===== config.mk =====
export PLATFORM = sky130hd
export DESIGN_NAME = sound_noise_sync_flat
export DESIGN_NICKNAME = d
export VERILOG_FILES = /design/src/rtl/sound_noise_sync_if.sv /design/src/rtl/sound_noise_sync.sv /design/src/flat_wrapper.sv
export SDC_FILE = /design/constraint.sdc
export NUM_CORES = 1
export LEC_CHECK = 0
export ABC_AREA = 1
export BUFFER_PORTS_ARGS = -buffer_cell sky130_fd_sc_hd__buf_2
export CAP_MARGIN = 20
export CORE_MARGIN = 2
export CORE_UTILIZATION = 46
export CTS_CLUSTER_DIAMETER = 200
export DETAILED_ROUTE_END_ITERATION = 8
export HOLD_SLACK_MARGIN = 0.06
export SYNTH_ARGS = -nofsm -noshare
export SYNTH_HDL_FRONTEND = slang
export SYNTH_SLANG_ARGS = --single-unit

===== constraint.sdc =====
create_clock -name clk -period 2.6 [get_ports clk]
set_input_delay 0 -clock clk [delete_from_list [all_inputs] [get_ports clk]]
set_output_delay 0 -clock clk [all_outputs]
set_load 0.01 [all_outputs]

===== src/rtl/sound_noise_sync_if.sv =====
// Noise channel register/tick bundle between the APU register file and the noise channel.
// master: register file and tick generator side; slave: the noise channel.
interface sound_noise_sync_if #(
  parameter int unsigned LEN_W   = 6,
  parameter int unsigned VOL_W   = 4,
  parameter int unsigned SWEEP_W = 3
);
  logic               tick_length;
  logic               tick_env;
  logic               start;
  logic [LEN_W-1:0]   length;
  logic               single;
  logic [VOL_W-1:0]   initial_volume;
  logic               envelope_increasing;
  logic [SWEEP_W-1:0] num_envelope_sweeps;
  logic [3:0]         shift_clock_freq;
  logic               counter_width;
  logic [2:0]         freq_dividing_ratio;
  logic [VOL_W-1:0]   level;
  logic               enable;

  modport master (
    output tick_length, tick_env, start, length, single, initial_volume,
           envelope_increasing, num_envelope_sweeps, shift_clock_freq, counter_width,
           freq_dividing_ratio,
    input  level, enable
  );

  modport slave (
    input  tick_length, tick_env, start, length, single, initial_volume,
           envelope_increasing, num_envelope_sweeps, shift_clock_freq, counter_width,
           freq_dividing_ratio,
    output level, enable
  );
endinterface


===== src/rtl/sound_noise_sync.sv =====
// Synchronous APU noise channel: LFSR noise source, shift-rate timer, volume envelope and
// length counter, all advanced by single-cycle tick enables.
// Build option: SOUND_NOISE_LIVE_RELOAD_EN samples rate settings at every timer reload
// instead of only at trigger.
module sound_noise_sync #(
  parameter int unsigned LFSR_W  = 15,
  parameter int unsigned SHORT_W = 7,
  parameter int unsigned LEN_W   = 6,
  parameter int unsigned VOL_W   = 4,
  parameter int unsigned SWEEP_W = 3
) (
  input logic                clk,
  input logic                rst,
  sound_noise_sync_if.slave  bus
);

  // Largest period is 112 << 13, which needs 20 bits.
  localparam int unsigned TimerW = 20;

  logic [LFSR_W-1:0]  lfsr_q, lfsr_d;
  logic [VOL_W-1:0]   vol_q, vol_d;
  logic [SWEEP_W-1:0] env_cnt_q, env_cnt_d;
  logic [SWEEP_W-1:0] sweeps_q, sweeps_d;
  logic [LEN_W-1:0]   len_cnt_q, len_cnt_d;
  logic [TimerW-1:0]  timer_q, timer_d;
  logic               env_inc_q, env_inc_d;
  logic               single_q, single_d;
  logic               cw_q, cw_d;
  logic               enable_q, enable_d;
  logic [VOL_W-1:0]   level_q, level_d;
`ifndef SOUND_NOISE_LIVE_RELOAD_EN
  logic [2:0]         r_q, r_d;
  logic [3:0]         s_q, s_d;
`endif

  logic dac_on;
  logic trigger;

  function automatic logic [TimerW-1:0] period_f(logic [2:0] r, logic [3:0] s);
    logic [TimerW-1:0] d;
    d = (r == 3'd0) ? TimerW'(8) : TimerW'({r, 4'b0000});
    return d << s;
  endfunction

  // Shift codes 14 and 15 stop the noise clock entirely.
  function automatic logic frozen_f(logic [3:0] s);
    return s[3:1] == 3'b111;
  endfunction

  function automatic logic [LFSR_W-1:0] shift_f(logic [LFSR_W-1:0] v, logic short_mode);
    logic              x;
    logic [LFSR_W-1:0] n;
    x = v[0] ^ v[1];
    n = {x, v[LFSR_W-1:1]};
    if (short_mode) n[SHORT_W-1] = x;
    return n;
  endfunction

  assign dac_on  = (bus.initial_volume != '0) | bus.envelope_increasing;
  assign trigger = bus.start & dac_on;

  // Next-state: trigger load has priority over every tick and timer event in its cycle.
  always_comb begin
    lfsr_d    = lfsr_q;
    vol_d     = vol_q;
    env_cnt_d = env_cnt_q;
    sweeps_d  = sweeps_q;
    len_cnt_d = len_cnt_q;
    timer_d   = timer_q;
    env_inc_d = env_inc_q;
    single_d  = single_q;
    cw_d      = cw_q;
    enable_d  = enable_q;
`ifndef SOUND_NOISE_LIVE_RELOAD_EN
    r_d       = r_q;
    s_d       = s_q;
`endif
    level_d   = (enable_q & ~lfsr_q[0]) ? vol_q : '0;

    if (trigger) begin
      lfsr_d    = '1;
      vol_d     = bus.initial_volume;
      env_cnt_d = bus.num_envelope_sweeps;
      sweeps_d  = bus.num_envelope_sweeps;
      env_inc_d = bus.envelope_increasing;
      single_d  = bus.single;
      cw_d      = bus.counter_width;
`ifndef SOUND_NOISE_LIVE_RELOAD_EN
      r_d       = bus.freq_dividing_ratio;
      s_d       = bus.shift_clock_freq;
`endif
      // A retrigger in one-shot mode continues an unfinished length count.
      if (len_cnt_q == '0 || !bus.single) len_cnt_d = bus.length;
      timer_d   = frozen_f(bus.shift_clock_freq) ? '0 :
                  period_f(bus.freq_dividing_ratio, bus.shift_clock_freq);
      enable_d  = 1'b1;
    end else begin
      // A zero timer means no trigger yet or a frozen rate.
      if (timer_q != '0) begin
        if (timer_q == TimerW'(1)) begin
          lfsr_d = shift_f(lfsr_q, cw_q);
`ifdef SOUND_NOISE_LIVE_RELOAD_EN
          cw_d    = bus.counter_width;
          timer_d = frozen_f(bus.shift_clock_freq) ? '0 :
                    period_f(bus.freq_dividing_ratio, bus.shift_clock_freq);
`else
          timer_d = period_f(r_q, s_q);
`endif
        end else begin
          timer_d = timer_q - TimerW'(1);
        end
      end

      if (bus.tick_env && sweeps_q != '0) begin
        if (env_cnt_q <= SWEEP_W'(1)) begin
          env_cnt_d = sweeps_q;
          if (env_inc_q && vol_q != '1)        vol_d = vol_q + VOL_W'(1);
          else if (!env_inc_q && vol_q != '0)  vol_d = vol_q - VOL_W'(1);
        end else begin
          env_cnt_d = env_cnt_q - SWEEP_W'(1);
        end
      end

      if (bus.tick_length && single_q && enable_q) begin
        len_cnt_d = len_cnt_q + LEN_W'(1);
        if (len_cnt_q == '1) enable_d = 1'b0;
      end
    end

    if (!dac_on) enable_d = 1'b0;
  end

  // State register with synchronous reset.
  always_ff @(posedge clk) begin
    if (rst) begin
      lfsr_q    <= '1;
      vol_q     <= '0;
      env_cnt_q <= '0;
      sweeps_q  <= '0;
      len_cnt_q <= '0;
      timer_q   <= '0;
      env_inc_q <= 1'b0;
      single_q  <= 1'b0;
      cw_q      <= 1'b0;
      enable_q  <= 1'b0;
      level_q   <= '0;
`ifndef SOUND_NOISE_LIVE_RELOAD_EN
      r_q       <= '0;
      s_q       <= '0;
`endif
    end else begin
      lfsr_q    <= lfsr_d;
      vol_q     <= vol_d;
      env_cnt_q <= env_cnt_d;
      sweeps_q  <= sweeps_d;
      len_cnt_q <= len_cnt_d;
      timer_q   <= timer_d;
      env_inc_q <= env_inc_d;
      single_q  <= single_d;
      cw_q      <= cw_d;
      enable_q  <= enable_d;
      level_q   <= level_d;
`ifndef SOUND_NOISE_LIVE_RELOAD_EN
      r_q       <= r_d;
      s_q       <= s_d;
`endif
    end
  end

  assign bus.level  = level_q;
  assign bus.enable = enable_q;

endmodule


===== src/flat_wrapper.sv =====
// flat-port wrapper written by rule: the top's interface ports become plain ports
module sound_noise_sync_flat 
#(
  parameter int unsigned LFSR_W  = 15,
  parameter int unsigned SHORT_W = 7,
  parameter int unsigned LEN_W   = 6,
  parameter int unsigned VOL_W   = 4,
  parameter int unsigned SWEEP_W = 3
)
  (clk, rst, bus_tick_length, bus_tick_env, bus_start, bus_length, bus_single, bus_initial_volume, bus_envelope_increasing, bus_num_envelope_sweeps, bus_shift_clock_freq, bus_counter_width, bus_freq_dividing_ratio, bus_level, bus_enable);
  sound_noise_sync_if #(.LEN_W(LEN_W), .VOL_W(VOL_W), .SWEEP_W(SWEEP_W)) bus_i ();
  input logic clk;
  input logic rst;
  input wire logic [$bits(bus_i.tick_length)-1:0] bus_tick_length;
  input wire logic [$bits(bus_i.tick_env)-1:0] bus_tick_env;
  input wire logic [$bits(bus_i.start)-1:0] bus_start;
  input wire logic [$bits(bus_i.length)-1:0] bus_length;
  input wire logic [$bits(bus_i.single)-1:0] bus_single;
  input wire logic [$bits(bus_i.initial_volume)-1:0] bus_initial_volume;
  input wire logic [$bits(bus_i.envelope_increasing)-1:0] bus_envelope_increasing;
  input wire logic [$bits(bus_i.num_envelope_sweeps)-1:0] bus_num_envelope_sweeps;
  input wire logic [$bits(bus_i.shift_clock_freq)-1:0] bus_shift_clock_freq;
  input wire logic [$bits(bus_i.counter_width)-1:0] bus_counter_width;
  input wire logic [$bits(bus_i.freq_dividing_ratio)-1:0] bus_freq_dividing_ratio;
  output wire logic [$bits(bus_i.level)-1:0] bus_level;
  output wire logic [$bits(bus_i.enable)-1:0] bus_enable;
  assign bus_i.tick_length = bus_tick_length;
  assign bus_i.tick_env = bus_tick_env;
  assign bus_i.start = bus_start;
  assign bus_i.length = bus_length;
  assign bus_i.single = bus_single;
  assign bus_i.initial_volume = bus_initial_volume;
  assign bus_i.envelope_increasing = bus_envelope_increasing;
  assign bus_i.num_envelope_sweeps = bus_num_envelope_sweeps;
  assign bus_i.shift_clock_freq = bus_shift_clock_freq;
  assign bus_i.counter_width = bus_counter_width;
  assign bus_i.freq_dividing_ratio = bus_freq_dividing_ratio;
  assign bus_level = bus_i.level;
  assign bus_enable = bus_i.enable;
  sound_noise_sync #(.LFSR_W(LFSR_W), .SHORT_W(SHORT_W), .LEN_W(LEN_W), .VOL_W(VOL_W), .SWEEP_W(SWEEP_W)) u_core (.clk(clk), .rst(rst), .bus(bus_i));
endmodule

Word level (Yosys, flattened, before mapping)
Index checks and enable logic that the tools add are counted.

operators by class
  eq/ne operators = 5
  reductions and logical operators = 28
  shift operators = 2
  mux-type cells = 21
  add/sub/neg operators = 5
  magnitude comparators = 1
  bitwise operators = 7

operators by type and width
  operator                                               count
  two-way mux 20 bit                                     4
  << shifter 20 x 4 -> 20 bit                            2
  equality test 20 x 1 -> 1 bit (second input constant)  1
  two-way mux 4 bit                                      5
  nonzero test 20 bit                                    1
  subtractor 20 x 1 -> 20 bit (second input constant)    1
  two-way mux 6 bit                                      3
  two-way mux 7 bit                                      2
  nonzero test 2 bit                                     5
  two-way mux 3 bit                                      3
  nonzero test 4 bit                                     2
  adder 6 x 1 -> 6 bit (second input constant)           1
  equality test 6 bit (second input constant)            1
  logical NOT 3 bit                                      2
  logical NOT 6 bit                                      1
  AND reduction 2 bit                                    3
  nonzero test 3 bit                                     2
  OR reduction 2 bit                                     3
  logical AND 1 bit                                      5
  adder 4 x 1 -> 4 bit (second input constant)           1
  two-way mux 1 bit                                      4
  != test 4 bit (second input constant)                  1
  subtractor 4 x 1 -> 4 bit (second input constant)      1
  equality test 3 bit (second input constant)            1
  other kinds (10)                                       14

storage, ports and cells
  output and inout bits = 5
  word-level logic and storage cells = 82
  register bits = 66
  bits of input ports = 28

Logic depth before layout (Yosys ltp)
Gate-level depths: netlist (run 1).

  depth in word-level cells = 7
  depth in mapped cells = 11
  depth with buffers taken out = 11

Worst setup path after synthesis (run 1)
Ideal clock, no wire load.

  path kind = register to register
  start point = reg u_core.vol_q[0]
  end point = reg u_core.vol_q[3]
  path buffers = 0
  arrival = 1.421 ns
  setup time = 0.071 ns
  cell stages (with the launch flop) = 11
  slack = 1.107 ns
  cells stage by stage = dfxtp_1 > nand4_1 > nand2_1 > ha_1 > nand2_1 > nand2_1 > a21oi_1 > a21oi_1 > o21ai_0 > nand2_1 > a21oi_1

on the way
  longest elaborated chain between the ends = 6
  elaborated cells on any way between the ends = 13

RTL lines
  item                                                               line                                              source
  from (decl)                                                        sound_noise_sync.sv:21                            logic [VOL_W-1:0] vol_q, vol_d;
  from (signal assigned)                                             sound_noise_sync.sv:153                           vol_q <= vol_d;
  subtractor 4 x 1 -> 4 bit / != test 4 bit (equally long branches)  sound_noise_sync.sv:118, sound_noise_sync.sv:117
  two-way mux 4 bit / logical AND 1 bit (equally long branches)      sound_noise_sync.sv:118, sound_noise_sync.sv:117
  two-way mux 4 bit                                                  sound_noise_sync.sv:117                           if (env_inc_q && vol_q != '1) vol_d = vol_q + VOL_W'(1);
  two-way mux 4 bit                                                  sound_noise_sync.sv:115                           if (env_cnt_q <= SWEEP_W'(1)) begin
  two-way mux 4 bit                                                  sound_noise_sync.sv:114                           if (bus.tick_env && sweeps_q != '0) begin
  two-way mux 4 bit                                                  sound_noise_sync.sv:80                            if (trigger) begin

Parallel ways exist; a longest one is shown, timed or not. The select of a mux whose other input is x is not followed.
A chain may end at the register's enable or synchronous reset.

Final worst setup path (run 1)
  start point = in bus_initial_volume[2]
  end point = reg u_core.len_cnt_q[5]

on the way
  longest elaborated chain between the ends = 5
  elaborated cells on any way between the ends = 7

RTL lines
  item                                                                  line                     source
  from (decl)                                                           flat_wrapper.sv:19       input wire logic [$bits(bus_i.initial_volume)-1:0] bus_initial_volume;
  nonzero test 4 bit *                                                  sound_noise_sync.sv:59   assign dac_on = (bus.initial_volume != '0) | bus.envelope_increasing;
  OR 1 bit *                                                            sound_noise_sync.sv:59
  AND 1 bit *                                                           sound_noise_sync.sv:60   assign trigger = bus.start & dac_on;
  != test 2 bit (no line) / nonzero test 2 bit (equally long branches)  n/a
  AND reduction 2 bit (no line)                                         n/a
  to (signal assigned)                                                  sound_noise_sync.sv:156  len_cnt_q <= len_cnt_d;
  to (decl)                                                             sound_noise_sync.sv:24   logic [LEN_W-1:0] len_cnt_q, len_cnt_d;

Every way passes the cells marked *; elsewhere a longest branch is shown, timed or not.

==> flow_metrics.py, run 1 <==
metrics = {
    "synthesis": {
        "dominantRegCellSynth": "dfxtp_1",
        "yosysMostFrequentCell": "nand2_1",
        "syn_nets": 677,
        "synth.top_cell.area_share_pct": 31.1,
        "synthTopCellsByArea": "dfxtp_1, nand2_1, nor2_1",
        "netlist_top_cells_count": "nand2_1, nor2_1, dfxtp_1, inv_1, a21oi_1",
        "ys_seq_area_share_pct": 31.1,
        "ys_ff_latch": 66,
        "syn_inst": 640,
        "avgSynthCellArea_um2": 6.63,
        "yosys_warnings": 0,
        "synth_async_sr_flop_share_pct": 0,
        "synth_cell_type_count": 47,
        "yosys.area.top_type": "dfxtp_1",
        "synth-edff-count": 0,
        "syn_area_um2": 4240,
    },
    "critical_path": {
        "critical_path.max_fanout": 23,
        "crit_end": "u_core.len_cnt_q[5]",
        "arrival_ps": 2450,
        "cp-start-kind": "primary input",
        "startpoint": "bus_initial_volume[2]",
        "critPathRequiredTime_ps": 2840,
        "worstReg2RegEnd": "u_core.len_cnt_q[5]",
        "r2r-start": "u_core.len_cnt_q[0]",
        "rr_worst_depth": 10,
        "path_class": "primary input to register",
        "critPathCaptureType": "register",
        "rrSetupSlack_ps": 630,
    },
    "cells_and_area": {
        "layout.nets": 728,
        "final_cells": 807,
        "layout-drive-gt1-share_pct": 15.8,
        "antenna_cells": 0,
        "area_growth_pct": 14.5,
    },
    "global_routing": {
        "antenna_found_initial": 0,
        "grt-ovfl-total": 0,
        "grt_max_degree": 31,
        "grt_pass1_wl_mm": 18.6,
        "grtUsageTotal_pct": 23.4,
        "first_global_vias": 4008,
    },
    "sta": {
        "worst_slew_pin_slew_ps": 774,
        "setup_viol_count_final": 0,
        "fin_crit_ps": 2210,
        "fin_tns_setup_ps": 0,
        "fmax_mhz": 451,
        "rsz0062_at_grt": "no",
        "relSlewSlack_pct": 48.4,
        "finalCritPeriodShare_pct": 85.2,
        "final_max_slew_viol_count": 0,
        "finalHoldViolations": 0,
        "fin_skew_ps": 7.04,
    },
    "route": {
        "vias": 4258,
        "wl_per_cell_um": 13.8,
        "drt_wl_total_mm": 11.1,
        "drt-pass1-iter-count": 5,
        "drc": 0,
        "drt_iter0_markers": 171,
        "vias_per_cell": 5.28,
        "antenna_left": 0,
    },
    "power_and_ir_drop": {
        "peakVddDrop_uv": 368,
        "leakage_nw": 2.22,
        "combPwrFrac_pct": 51.3,
        "switching_share_pct": 47.5,
        "p_seq_share_pct": 30.8,
        "clock_power_share_pct": 17.9,
        "switching_power_w": 0.00211,
        "p_int_w": 0.00233,
        "power_density_nw_per_um2": 914,
    },
    "clocking": {
        "cts_tree": "yes",
        "clkTransAtPathRegs_ps": 80,
        "root_buffer": "clkbuf_8",
        "cts-htree-levels": 3,
        "ctsResizeCount": 0,
        "cts_inserted_buffers": 9,
        "cts_max_path_buffers": 2,
        "postCtsSetupRepairBufs": 0,
        "ctsHoldBuffers": 24,
        "clock_sinks": 66,
        "clk_latency_ps": 350,
    },
    "floorplan": {
        "fp.dieW_um": 100,
        "row_count": 35,
        "die_area_um2": 10000,
        "start_util_pct": 46.6,
        "coreArea_um2": 9110,
        "die_h_um": 100,
        "ios": 33,
    },
    "placement": {
        "placed_cells_incl_taps": 767,
        "dp_hpwl_mm": 8.15,
        "portBuffers": 32,
        "routabilityCongestion": 0.906,
    },
    "worst_hold_path": {
        "min_path_type": "primary input to register",
    },
    "job": {
        "drv_cap": 0,
    },
    "status": {
        "status": "complete, no violations",
    },
}
-- per-stage QoR --
step                      total power (W)  instance area, um^2  hold WS, ps  setup WS [ps]  utilization [%]
after floorplan                   0.00314                 4240          139           1110                -
after global placement            0.00358                 4440          249            802             48.8
after detailed placement          0.00360                 4440          262            714             48.8
after CTS                         0.00443                 4860         64.4            433             53.4
after global routing              0.00480                 4860         96.5            248             53.4
final                             0.00444                 4860         75.4            385             53.4
-- placed cells by master, fill, tap and decap left out, types with 6 or more instances in the layout --
| master | count |
|---|---|
| xnor2_1 | 7 |
| dlygate4sd3_1 | 24 |
| nor2_1 | 73 |
| a21oi_1 | 47 |
| nor2_2 | 10 |
| nand4_1 | 10 |
| o21ai_1 | 21 |
| inv_1 | 58 |
| o211ai_2 | 8 |
| o21ai_0 | 35 |
| clkbuf_8 | 9 |
| nand3_1 | 45 |
| nand2_2 | 10 |
| buf_2 | 32 |
| ha_1 | 8 |
| dfxtp_1 | 66 |
| nor2_4 | 6 |
| inv_2 | 6 |
| nand2_1 | 160 |
-- power by group through the flow --
stage | Sequential, W | Clock [W] | Combinational (W)
2_1_floorplan | 0.00133 | 0 | 0.00181
3_3_place_gp | 0.00139 | 0 | 0.00220
3_5_place_dp | 0.00139 | 0 | 0.00221
4_1_cts | 0.00136 | 0.000813 | 0.00225
5_1_grt | 0.00139 | 0.000855 | 0.00255
6_report | 0.00137 | 0.000795 | 0.00228
-- cell type report --
cell class | instances | area, um^2
repair buffers | 59 | 423
flip-flops and latches | 66 | 1320
inverters | 68 | 260
fillers | 942 | 4250
clock buffers | 9 | 124
clock inverters | 7 | 52.6
multi-input cells | 487 | 2540
well taps | 111 | 139
-- per-layer routing --
layer / part of all wire, % / track usage (%)
met5: 0 / 0
met4: 1.7 / 7.48
met3: 4.5 / 4.18
met2: 48 / 40.6
met1: 46 / 29.4
-- cell families after synthesis --
group	count (synthesis)	synth area share (%)
AND/OR/NAND/NOR	336	36.5
AO/OA/AOI/OAI	129	17.8
buffers and inverters	87	8.99
flip-flops	66	31.1
XOR/XNOR	12	2.48
adder cells (fa/ha/maj)	9	2.83
multiplexers	1	0.236
-- critical path, cell delays in order --
cell and delay [ps]:
dlygate4sd3_1 550, buf_2 130, nor2_1 110, nand4_2 180, nand2_4 120, buf_4 250, nand4_1 140, nand2_2 200
inv_2 80, nand2_1 60, a21oi_1 60, dlygate4sd3_1 560
-- worst min path at each step --
stage	from	end	cells past startpoint
final	bus_start	u_core.vol_q[2]	5
after global routing	bus_shift_clock_freq[1]	u_core.s_q[1]	3
after CTS	bus_start	u_core.vol_q[2]	5
after detailed placement	bus_num_envelope_sweeps[0]	u_core.sweeps_q[0]	3
after global placement	bus_num_envelope_sweeps[1]	u_core.sweeps_q[1]	3
after floorplan	bus_num_envelope_sweeps[0]	u_core.sweeps_q[0]	2
-- registers in the layout, summed over array words and instances, names as in the netlist --
name,cells
u_core.timer_q,20
u_core.lfsr_q,15
u_core.len_cnt_q,6
u_core.bus.level,4
u_core.s_q,4
u_core.vol_q,4
u_core.env_cnt_q,3
u_core.r_q,3
u_core.sweeps_q,3
u_core.bus.enable,1
u_core.cw_q,1
u_core.env_inc_q,1
u_core.single_q,1
(Power assumes the default switching activity.)
==> run 2, diff against run 1 <==
Clock period 2.6 ns to 2.71 ns, I/O delays scaled along.
==> run 2 against run 1 <==
Effect of this change:
- sequential share of layout area decreased by 0.22 points
- routed wire length down 0.18%
- worst setup slack got worse by 180 ps
- flip-flop and latch count unchanged
==> flow_metrics.py, run 2 (synthesis gave the netlist of run 1 again) <==
metrics = {
    "placement": {
        "dp_hpwl_mm": 8.27,
        "portBuffers": 32,
        "pre_cts_slack_ps": 836,
        "dpl_cell_area_um2": 4450,
        "placed_cells_incl_taps": 768,
        "routabilityCongestion": 0.903,
    },
    "route": {
        "antenna_left": 0,
        "wl_met2_mm": 5.41,
        "wl_per_cell_um": 13.7,
        "met3WireLength_um": 438,
        "drc": 0,
        "wl_met1_mm": 5.03,
        "drt_wl_total_mm": 11.1,
        "top_layer_used": "met4",
        "drt_iter0_markers": 194,
        "vias": 4238,
        "vias_per_cell": 5.25,
        "drt-pass1-iter-count": 5,
    },
    "floorplan": {
        "die_area_um2": 10000,
        "ios": 33,
        "fp.dieW_um": 100,
        "die_h_um": 100,
        "coreArea_um2": 9110,
        "start_util_pct": 46.6,
        "row_count": 35,
    },
    "clocking": {
        "cts_tree": "yes",
        "clkTransAtPathRegs_ps": 80,
        "cts_max_path_buffers": 2,
        "root_buffer": "clkbuf_8",
        "postCtsSetupRepairBufs": 0,
        "cts-htree-levels": 3,
        "cts_inserted_buffers": 9,
        "clk_latency_ps": 360,
        "clock_sinks": 66,
    },
    "power_and_ir_drop": {
        "peakVddDrop_uv": 350,
        "leakage_nw": 2.23,
        "total_power_w": 0.00435,
        "power_density_nw_per_um2": 888,
    },
    "sta": {
        "finalWorstSetupSlack_ps": 206,
        "fin_skew_ps": 9.60,
        "fmax_mhz": 399,
        "rsz0062_at_grt": "no",
        "fin_crit_ps": 2500,
        "final_max_slew_viol_count": 0,
        "fin_tns_setup_ps": 0,
        "setup_viol_count_final": 0,
        "relSlewSlack_pct": 71.6,
        "finalHoldViolations": 0,
        "finalCritPeriodShare_pct": 92.4,
        "worst_slew_pin_slew_ps": 425,
    },
    "critical_path": {
        "rrSetupSlack_ps": 740,
        "worstReg2RegEnd": "u_core.len_cnt_q[5]",
        "arrival_ps": 2750,
        "rr_worst_depth": 10,
        "critPathCaptureType": "register",
        "path_class": "primary input to register",
        "cp-start-kind": "primary input",
        "critPathRequiredTime_ps": 2960,
        "r2r-start": "u_core.len_cnt_q[0]",
        "critical_path.max_fanout": 32,
    },
    "cells_and_area": {
        "layout-drive-gt1-share_pct": 15.9,
        "layout.nets": 729,
        "final_cell_mix": "nand2_1, nor2_1, dfxtp_1, inv_1, a21oi_1",
        "regMostFlops": "u_core.timer_q",
        "antenna_cells": 0,
        "largest_reg_flops": 20,
        "layout_commonest_cell": "nand2_1",
        "design_area_um2": 4900,
        "area_growth_pct": 15.5,
        "final_cells": 808,
        "reg_top3": "u_core.timer_q x20, u_core.lfsr_q x15, u_core.len_cnt_q x6",
    },
    "global_routing": {
        "first_global_vias": 3925,
        "grtUsageTotal_pct": 23.3,
        "grt-ovfl-total": 0,
        "grt_max_degree": 33,
        "grt_pass1_wl_mm": 18.4,
        "antenna_found_initial": 0,
    },
    "job": {
        "drv_cap": 0,
    },
    "worst_hold_path": {
        "min_path_type": "primary input to register",
        "min_from": "bus_tick_env",
        "hold_depth": 6,
        "holdPathEnd": "u_core.env_cnt_q[2]",
    },
    "status": {
        "status": "complete, no violations",
    },
}
==> run 2: cell count changes in the layout (fill, tap and decap cells not counted), sizes merged <==
cell      before  now
bufinv         0    1
clkinv         7    5
clkinvlp       1    2
buf           35   36
==> run 2: what timing repair did <==
item	4_1_cts	5_1_grt
endpoints found under the setup margin	0	1
resized for setup	0	1
endpoints found under the hold margin	30	0
hold buffers	24	0
==> run 2: power breakdown <==
part,internal [W],total (W),leakage [nW],switching (W)
combinational,0.000773,0.00216,1.59,0.00139
clock,0.000431,0.000871,0.0962,0.000440
sequential,0.00113,0.00132,0.541,0.000190
total,0.00233,0.00435,2.23,0.00202
==> run 2: per-layer routing <==
layer / GRT usage, % / up-vias
li1: - / 2192
met1: 29.6 / 1944
met2: 40.2 / 85
met3: 3.55 / 17
met4: 8.01 / 0
met5: 0 / -
==> run 2: final cells by class <==
type,instances,area [um^2]
clock buffers,9,124
clock inverters,7,76.3
fillers,915,4210
inverters,68,260
multi-input cells,487,2550
flip-flops and latches,66,1320
well taps,111,139
repair buffers,60,430
==> run 2: worst max path at each step <==
| stage | start | slack [ps] | to |
|---|---|---|---|
| floorplan | u_core.vol_q[0] | 1220 | u_core.vol_q[3] |
| global placement | u_core.timer_q[0] | 910 | u_core.timer_q[10] |
| detailed placement | u_core.timer_q[0] | 840 | u_core.timer_q[10] |
| CTS | bus_initial_volume[3] | 190 | u_core.len_cnt_q[5] |
| global route | bus_initial_volume[3] | 70 | u_core.len_cnt_q[5] |
| finish | bus_initial_volume[3] | 210 | u_core.len_cnt_q[5] |
==> run 2: stage by stage <==
stage               hold WS [ps]  utilization, %
CTS                         72.3            53.7
floorplan                    139               -
global placement             260            48.9
detailed placement           260            48.9
global route                 103            53.8
finish                      90.0            53.8
==> run 2: worst max-delay path: stages <==
cell	delay, ps
dlygate4sd3_1	560
buf_2	140
nor2_1	120
nand4_2	240
nand2_8	280
buf_4	300
nand4_1	140
nand2_2	200
inv_2	80
nand2_1	60
a21oi_1	60
dlygate4sd3_1	560
